==> src/rtl/silpa_spi_master.sv <==
// -----------------------------------------------------------------------------
// silpa_spi_master
//
// SPI initiator for the silpa_fpga register interface. Each accepted command
// becomes one frame of ADDR_W address bits followed by DATA_W data bits, MSB
// first. The bits shifted in on spi_miso during the frame are returned as a
// response (the slave echoes the previous frame's address and data).
//
// Wire timing: spi_clk idles low. MOSI is launched while spi_clk is low and
// MISO is sampled on the sys_clk edge that drops spi_clk. spi_cs is high for
// (2N+1)*HALF_DIV sys_clk cycles per frame. At least GAP_CYCLES+1 spi_cs-low
// cycles separate consecutive frames.
//
// Parameters:
//   ADDR_W     address field width
//   DATA_W     data field width
//   HALF_DIV   sys_clk cycles per spi_clk half period (>= 1)
//   GAP_CYCLES minimum spi_cs-low cycles between frames (>= 1)
//
// Ports:
//   sys_clk, sys_rst_n   clock, asynchronous active-low reset
//   cmd_valid/cmd_ready  command handshake
//   cmd_addr, cmd_data   frame contents
//   rsp_valid            one-cycle pulse when rsp_addr/rsp_data update
//   rsp_addr, rsp_data   MISO bits of the last completed frame
//   busy                 frame or inter-frame gap in progress
//   spi_clk, spi_mosi, spi_miso, spi_cs   SPI bus (spi_cs active-high)
//
// State table:
//   state  | meaning
//   IDLE   | waiting for a command, cmd_ready high
//   LOW    | spi_clk low half period, MOSI bit stable
//   HIGH   | spi_clk high half period, MISO sampled as it ends
//   TAIL   | trailing low half period before spi_cs drops
//   GAP    | spi_cs low guard time before the next frame
// -----------------------------------------------------------------------------
module silpa_spi_master #(
   parameter int ADDR_W     = 6,
   parameter int DATA_W     = 16,
   parameter int HALF_DIV   = 1,
   parameter int GAP_CYCLES = 2
) (
   input  logic              sys_clk,
   input  logic              sys_rst_n,
   input  logic              cmd_valid,
   output logic              cmd_ready,
   input  logic [ADDR_W-1:0] cmd_addr,
   input  logic [DATA_W-1:0] cmd_data,
   output logic              rsp_valid,
   output logic [ADDR_W-1:0] rsp_addr,
   output logic [DATA_W-1:0] rsp_data,
   output logic              busy,
   output logic              spi_clk,
   output logic              spi_mosi,
   input  logic              spi_miso,
   output logic              spi_cs
);

   localparam int N       = ADDR_W + DATA_W;
   localparam int CNT_MAX = (HALF_DIV > GAP_CYCLES) ? HALF_DIV : GAP_CYCLES;
   localparam int CNT_W   = $clog2(CNT_MAX + 1);
   localparam int BIT_W   = $clog2(N);

   localparam logic [CNT_W-1:0] HALF_LOAD = CNT_W'(HALF_DIV - 1);
   localparam logic [CNT_W-1:0] GAP_LOAD  = CNT_W'(GAP_CYCLES - 1);
   localparam logic [CNT_W-1:0] CNT_ONE   = CNT_W'(1);
   localparam logic [BIT_W-1:0] BIT_LOAD  = BIT_W'(N - 1);
   localparam logic [BIT_W-1:0] BIT_ONE   = BIT_W'(1);

   typedef enum logic [2:0] {
      S_IDLE = 3'd0,
      S_LOW  = 3'd1,
      S_HIGH = 3'd2,
      S_TAIL = 3'd3,
      S_GAP  = 3'd4
   } state_t;

   state_t            state;
   state_t            next_state;

   logic [CNT_W-1:0]  phase_cnt;
   logic [BIT_W-1:0]  bit_cnt;
   logic              phase_tc;
   logic              bit_tc;

   logic [N-1:0]      cmd_word;
   // Holds the bits still to be sent after the one currently on spi_mosi.
   logic [N-2:0]      tx_sr;
   logic [N-1:0]      rx_sr;

   logic              accept;
   logic              clk_rise;
   logic              clk_fall;
   logic              frame_done;
   logic              phase_load;
   logic [CNT_W-1:0]  phase_load_val;

   assign cmd_word = {cmd_addr, cmd_data};
   assign phase_tc = (phase_cnt == '0);
   assign bit_tc   = (bit_cnt == '0);

   // ---------------------------------------------------------------- state
   always_ff @(posedge sys_clk or negedge sys_rst_n) begin
      if (!sys_rst_n) begin
         state <= S_IDLE;
      end else begin
         state <= next_state;
      end
   end

   // ----------------------------------------------------------- next state
   always_comb begin
      next_state = state;
      case (state)
         S_IDLE: if (cmd_valid && cmd_ready) next_state = S_LOW;
         S_LOW:  if (phase_tc) next_state = S_HIGH;
         S_HIGH: if (phase_tc) next_state = bit_tc ? S_TAIL : S_LOW;
         S_TAIL: if (phase_tc) next_state = S_GAP;
         S_GAP:  if (phase_tc) next_state = S_IDLE;
         default: next_state = S_IDLE;
      endcase
   end

   // -------------------------------------------------------------- outputs
   always_comb begin
      busy       = (state != S_IDLE);
      accept     = (state == S_IDLE) && cmd_valid && cmd_ready;
      clk_rise   = (state == S_LOW)  && phase_tc;
      clk_fall   = (state == S_HIGH) && phase_tc;
      frame_done = (state == S_TAIL) && phase_tc;
      // Every state change restarts the phase timer for the state entered.
      phase_load     = (next_state != state);
      phase_load_val = (next_state == S_GAP) ? GAP_LOAD : HALF_LOAD;
   end

   // --------------------------------------------------------------- timers
   always_ff @(posedge sys_clk or negedge sys_rst_n) begin
      if (!sys_rst_n) begin
         phase_cnt <= '0;
      end else if (phase_load) begin
         phase_cnt <= phase_load_val;
      end else if (!phase_tc) begin
         phase_cnt <= phase_cnt - CNT_ONE;
      end
   end

   always_ff @(posedge sys_clk or negedge sys_rst_n) begin
      if (!sys_rst_n) begin
         bit_cnt <= '0;
      end else if (accept) begin
         bit_cnt <= BIT_LOAD;
      end else if (clk_fall && !bit_tc) begin
         bit_cnt <= bit_cnt - BIT_ONE;
      end
   end

   // -------------------------------------------------- handshake / response
   // cmd_ready is registered so it stays low throughout reset and rises on
   // the first edge after release.
   always_ff @(posedge sys_clk or negedge sys_rst_n) begin
      if (!sys_rst_n) begin
         cmd_ready <= 1'b0;
         rsp_valid <= 1'b0;
         rsp_addr  <= '0;
         rsp_data  <= '0;
      end else begin
         cmd_ready <= (next_state == S_IDLE);
         rsp_valid <= frame_done;
         if (frame_done) begin
            rsp_addr <= rx_sr[N-1:DATA_W];
            rsp_data <= rx_sr[DATA_W-1:0];
         end
      end
   end

   // -------------------------------------------------------------- SPI bus
   always_ff @(posedge sys_clk or negedge sys_rst_n) begin
      if (!sys_rst_n) begin
         spi_cs   <= 1'b0;
         spi_clk  <= 1'b0;
         spi_mosi <= 1'b0;
         tx_sr    <= '0;
      end else begin
         if (accept) begin
            spi_cs   <= 1'b1;
            spi_mosi <= cmd_word[N-1];
            tx_sr    <= cmd_word[N-2:0];
         end
         if (clk_rise) begin
            spi_clk <= 1'b1;
         end
         if (clk_fall) begin
            spi_clk <= 1'b0;
            // The last bit stays on the wire through TAIL; no further shift.
            if (!bit_tc) begin
               spi_mosi <= tx_sr[N-2];
               tx_sr    <= tx_sr << 1;
            end
         end
         if (frame_done) begin
            spi_cs   <= 1'b0;
            spi_mosi <= 1'b0;
         end
      end
   end

   // MISO is taken on the edge that ends the high phase, i.e. the value the
   // slave presented while spi_clk was high.
   always_ff @(posedge sys_clk or negedge sys_rst_n) begin
      if (!sys_rst_n) begin
         rx_sr <= '0;
      end else if (clk_fall) begin
         rx_sr <= {rx_sr[N-2:0], spi_miso};
      end
   end

endmodule

==> config.mk <==
export PLATFORM = sky130hd
export DESIGN_NAME = silpa_spi_master
export DESIGN_NICKNAME = d
export VERILOG_FILES = /design/src/rtl/silpa_spi_master.sv
export SDC_FILE = /design/constraint.sdc
export NUM_CORES = 1
export LEC_CHECK = 0
export BUFFER_PORTS_ARGS = -buffer_cell sky130_fd_sc_hd__buf_2
export CORE_MARGIN = 1
export CORE_UTILIZATION = 30
export DETAILED_ROUTE_END_ITERATION = 8
export PLACE_DENSITY = 0.45
export REMOVE_ABC_BUFFERS = 1
export SLEW_MARGIN = 20
export SYNTH_ARGS = -nofsm -noshare
export SYNTH_HDL_FRONTEND = slang
export SYNTH_SLANG_ARGS = --single-unit
==> constraint.sdc <==
create_clock -name sys_clk -period 2.1 [get_ports sys_clk]
set_clock_uncertainty 0.15 [all_clocks]
set_input_delay 0.21 -clock sys_clk [delete_from_list [all_inputs] [get_ports sys_clk]]
set_output_delay 0.21 -clock sys_clk [all_outputs]
set_load 0.03 [all_outputs]
# == Word-level counts from Yosys, hierarchy flattened ==
# Cells that the tools add are included.
# totals
reg_bits,80
input_bits,26
output_inout_bits,28
# op_classes
n_addsub,2
eq_ne,7
n_mux,23
n_reduce_logical,16
# op_table
cell,count
$mux 21,3
$mux 3,5
$pmux 3 s5,1
$mux 5,2
$mux 1,9
$logic_and 1x1->1,7
$eq 3x2->1 const B,2
$eq 3x3->1 const B,2
$logic_not 3->1,2
$mux 2,3
$reduce_bool 2->1,3
$logic_not 5->1,1
$sub 5x1->5 const B,1
$eq 3x1->1 const B,1
$ne 3x3->1,1
$reduce_bool 3->1,1
$logic_not 2->1,1
$ne 2x1->1 const B,1
$sub 2x1->2 const B,1
$logic_not 1->1,1

# == Depth between registers and ports, before layout ==
# logic_depth
ltp_word,7
depth_mapped,8
ltp_nobuf,5

# == Worst setup path after synthesis ==
# No wires, ideal clock.
# synth_path
kind,register to register
from,reg phase_cnt[0]
to,reg bit_cnt[3]
setup_ns,0.082
arrival_time_ns,1.503
required_ns,1.868
path_slack_ns,0.365
stages_incl_launch_ff,7
path_buffers,1
synth_period_minus_slack_ns,1.735
path_cell_list,dfrtp_1 -> inv_1 -> ha_1 -> buf_2 -> nand4bb_1 -> or4_1 -> a22oi_2
# synth_between
elab_chain_cells,4
# synth_lines
element,line,text
"start, declared",81,logic [CNT_W-1:0] phase_cnt;
"start signal, assigned",141,phase_cnt <= phase_load_val;
"start signal, assigned",143,phase_cnt <= phase_cnt - CNT_ONE;
$logic_not 2->1,99,assign phase_tc = (phase_cnt == '0);
$logic_and 1x1->1,129,clk_fall = (state == S_HIGH) && phase_tc;
$logic_and 1x1->1,152,end else if (clk_fall && !bit_tc) begin
$reduce_bool 2->1 (no line),--,
"end signal, assigned",153,bit_cnt <= bit_cnt - BIT_ONE;
"end, declared",82,logic [BIT_W-1:0] bit_cnt;
# Every way passes these cells.
# A chain may end at the register's enable or synchronous reset.

# == Worst setup path after layout ==
# Same ends and word-level chain as after synthesis.

==> impl_metrics.toml <==
[synth]
syn_inst = 346
synth_area_leader_cell = "dfrtp_1"
syn_area_mm2 = 0.00357
synth_common_cells = "dfrtp_1, nand2_1, a31oi_1, o21ai_0, nand3_1"
ys_ff_latch = 80
synth_warnings = 0
async_flop_share_pct = 100
synth.distinct_cells = 43
synth.top_cells.by_area = "dfrtp_1, nand2_1, mux2_1"
synth_most_common_cell = "dfrtp_1"
synth_top_area_share_pct = 56.1
synth_edf_count = 0
synth_top_flop_cell = "dfrtp_1"
synth.avg_cell_area_um2 = 10.3
yosysSeqAreaShare_pct = 56.1

[clock_tree]
htree_levels = 3
tritoncts = "done"
clockBufferDepth = 2
cts_made_buffers = 9
insertion_delay_ns = 0.34
cts.sinks = 80
clkTransAtPathRegs_ns = 0.07
clock-root-buffer = "clkbuf_16"
cts_resized = 0
post_cts.repair.setup_buffers = 0

[place]
hpwl_um = 5340
place_congestion = 0.790
numPortBuffers = 53
preCtsSetupSlack_ns = 0.195
place_area_mm2 = 0.00408

[setup_path]
crit_path_start_kind = "flop"
path_class = "flop to flop"
cp-end-kind = "flop"
worstPathMaxFanout = 7
required_ns = 2.21
arrival_ns = 2.01

[sta]
finalHoldViolCount = 0
finalMaxSlewViolations = 0
finalSetupViolCount = 0
worst_slew_pin_slew_ns = 0.459
fmax_mhz = 526
period_share_pct = 90.5
timing.slew.headroom_pct = 69.0
holdWs_ns = 0.00821
finalCriticalPeriod_ns = 1.90
grt_setup_unrepaired = "false"
setup_ws_ns = 0.199

[floorplanning]
rows = 39
die-area_mm2 = 0.0123
initial_core_util_pct = 31.0
ios = 54
core_area_mm2 = 0.0115
die_x_um = 111
die_h_um = 111

[detailed_routing]
drt-initial-drc-count = 161
postRouteAntennaNets = 0
wl_per_cell_um = 14.6
drt-met1-wl_um = 3880
vias = 2760
drt-total-wl_um = 8070
drt_first_pass_iters = 6
topRoutingLayerUsed = "met4"
drc_errors = 12
via_per_inst = 4.98
dr_wl_met2_um = 3780
met3WireLength_um = 332

[run_status]
status = "finished with violations"
failed_checks = "design-rule violations"

[layout]
final_util_pct = 38.6
layout-drive-gt1-share_pct = 23.8
fin_area_mm2 = 0.00445
final_nets = 435
nFillCells = 1160
area_delta_synth_final_pct = 24.6
n_antenna_cell = 0

[global_routing]
grt_pass1_vias = 2805
grt_max_degree = 35
grt.total_usage_pct = 14.3
grt_pass1_wl_um = 14000
antenna_found_initial = 0
gr-total-overflow = 0

[power_and_ir_drop]
p_clk_share_pct = 49.5
sw_frac_of_total_pct = 22.1
power_frac_comb_pct = 2.6
p_leak_nw = 2.19
seqPwrFrac_pct = 47.9
switching_power_uw = 727
p_per_area_mw_per_mm2 = 741
peakVddDrop_mv = 0.391
power_mw = 3.30
internal-power_mw = 2.57

[job]
maxCapViolations = 0

[hold_path]
hold_path_class = "primary input to flop"
[state kept, by name (all words and copies together) (netlist names)]
signal     count
rsp_valid      1
phase_cnt      2
state          3
cmd_ready      1
bit_cnt        5
rx_sr         22
spi_mosi       1
rsp_data      16
tx_sr         21
spi_clk        1
rsp_addr       6
spi_cs         1
[layout make-up]
cell class	instances	area, um2	share of cell area, %
inverter	9	33.8	0.759
timing repair buffer	77	526	11.8
tap	143	179	4.02
clock inverter	6	72.6	1.63
multi-input combinational	229	1400	31.4
sequential	80	2000	45.0
clock buffer	10	239	5.37
[what timing repair did]
item,4_1_cts,5_1_grt
endpoints found under the hold margin,64,0
setup endpoints to repair,0,0
hold buffers,6,0
[critical path: stages, from the launching register on]
cell and delay (ns):
dfrtp_1 0.39, inv_1 0.08, ha_1 0.33, nand4bb_2 0.21, or4_1 0.52, a22oi_2 0.15
[final timing paths]
check,from,endpoint,slack [ns],cells past startpoint
max,phase_cnt[0]$_DFFE_PN0P_,bit_cnt[3]$_DFFE_PN0P_,0.20,5
min,cmd_data[4],tx_sr[4]$_DFF_PN0_,0.008,3
max reg2reg,phase_cnt[0]$_DFFE_PN0P_,bit_cnt[3]$_DFFE_PN0P_,0.20,5
min reg2reg,rx_sr[21]$_DFFE_PN0P_,rx_sr[21]$_DFFE_PN0P_,0.33,2
max in group asynchronous,sys_rst_n,state[1]$_DFF_PN0_,0.99,3
min in group asynchronous,sys_rst_n,rsp_addr[1]$_DFFE_PN0P_,0.18,2
[metal layers]
layer,vias up,global-route usage [%]
li1,1337,-
met1,1357,18.4
met2,60,23.4
met3,6,4.48
met4,0,3.96
met5,-,0
[metrics by stage]
step                      instances  TNS [ns]
after global routing            554         0
after detailed placement        532         0
after CTS                       554         0
after floorplan                 318    -36.15
after global placement          532         0
final                           554         0
[cells by family after synthesis]
kind of cell	synth area share, %
AO/OA/AOI/OAI	10.9
adder cells (fa/ha/maj)	1.05
buffers and inverters	5.40
flip-flops	56.1
multiplexers	7.53
AND/OR/NAND/NOR	19.1
[power by group through the flow]
stage | Clock [mW] | Sequential (mW) | Combinational, mW
global route | 1.74 | 1.58 | 0.102
finish | 1.63 | 1.58 | 0.0872
detailed placement | 0 | 1.61 | 0.0821
floorplan | 0 | 1.60 | 0.0152
global placement | 0 | 1.61 | 0.0812
CTS | 1.68 | 1.58 | 0.0906
[cells in the final DEF (no fill, tap or decap), types with 2 or more instances in the layout]
cell | netlist | final
dfrtp_1 | 80 | 80
nand2_1 | 71 | 71
buf_2 | 16 | 52
a31oi_1 | 24 | 24
o21ai_0 | 24 | 24
nand3_1 | 23 | 23
nor3_1 | 21 | 21
mux2_1 | 19 | 19
buf_4 | 3 | 14
clkbuf_16 | 0 | 9
inv_1 | 8 | 8
nor2_1 | 6 | 6
dlygate4sd3_1 | 0 | 6
buf_12 | 0 | 5
a21oi_1 | 4 | 4
mux2_2 | 4 | 4
ha_1 | 3 | 3
inv_6 | 0 | 3
nand4bb_2 | 1 | 2
nand2b_1 | 2 | 2
o31ai_1 | 2 | 2
or4_1 | 2 | 2
o22ai_1 | 2 | 2
Power figures use the tool's default switching activity.
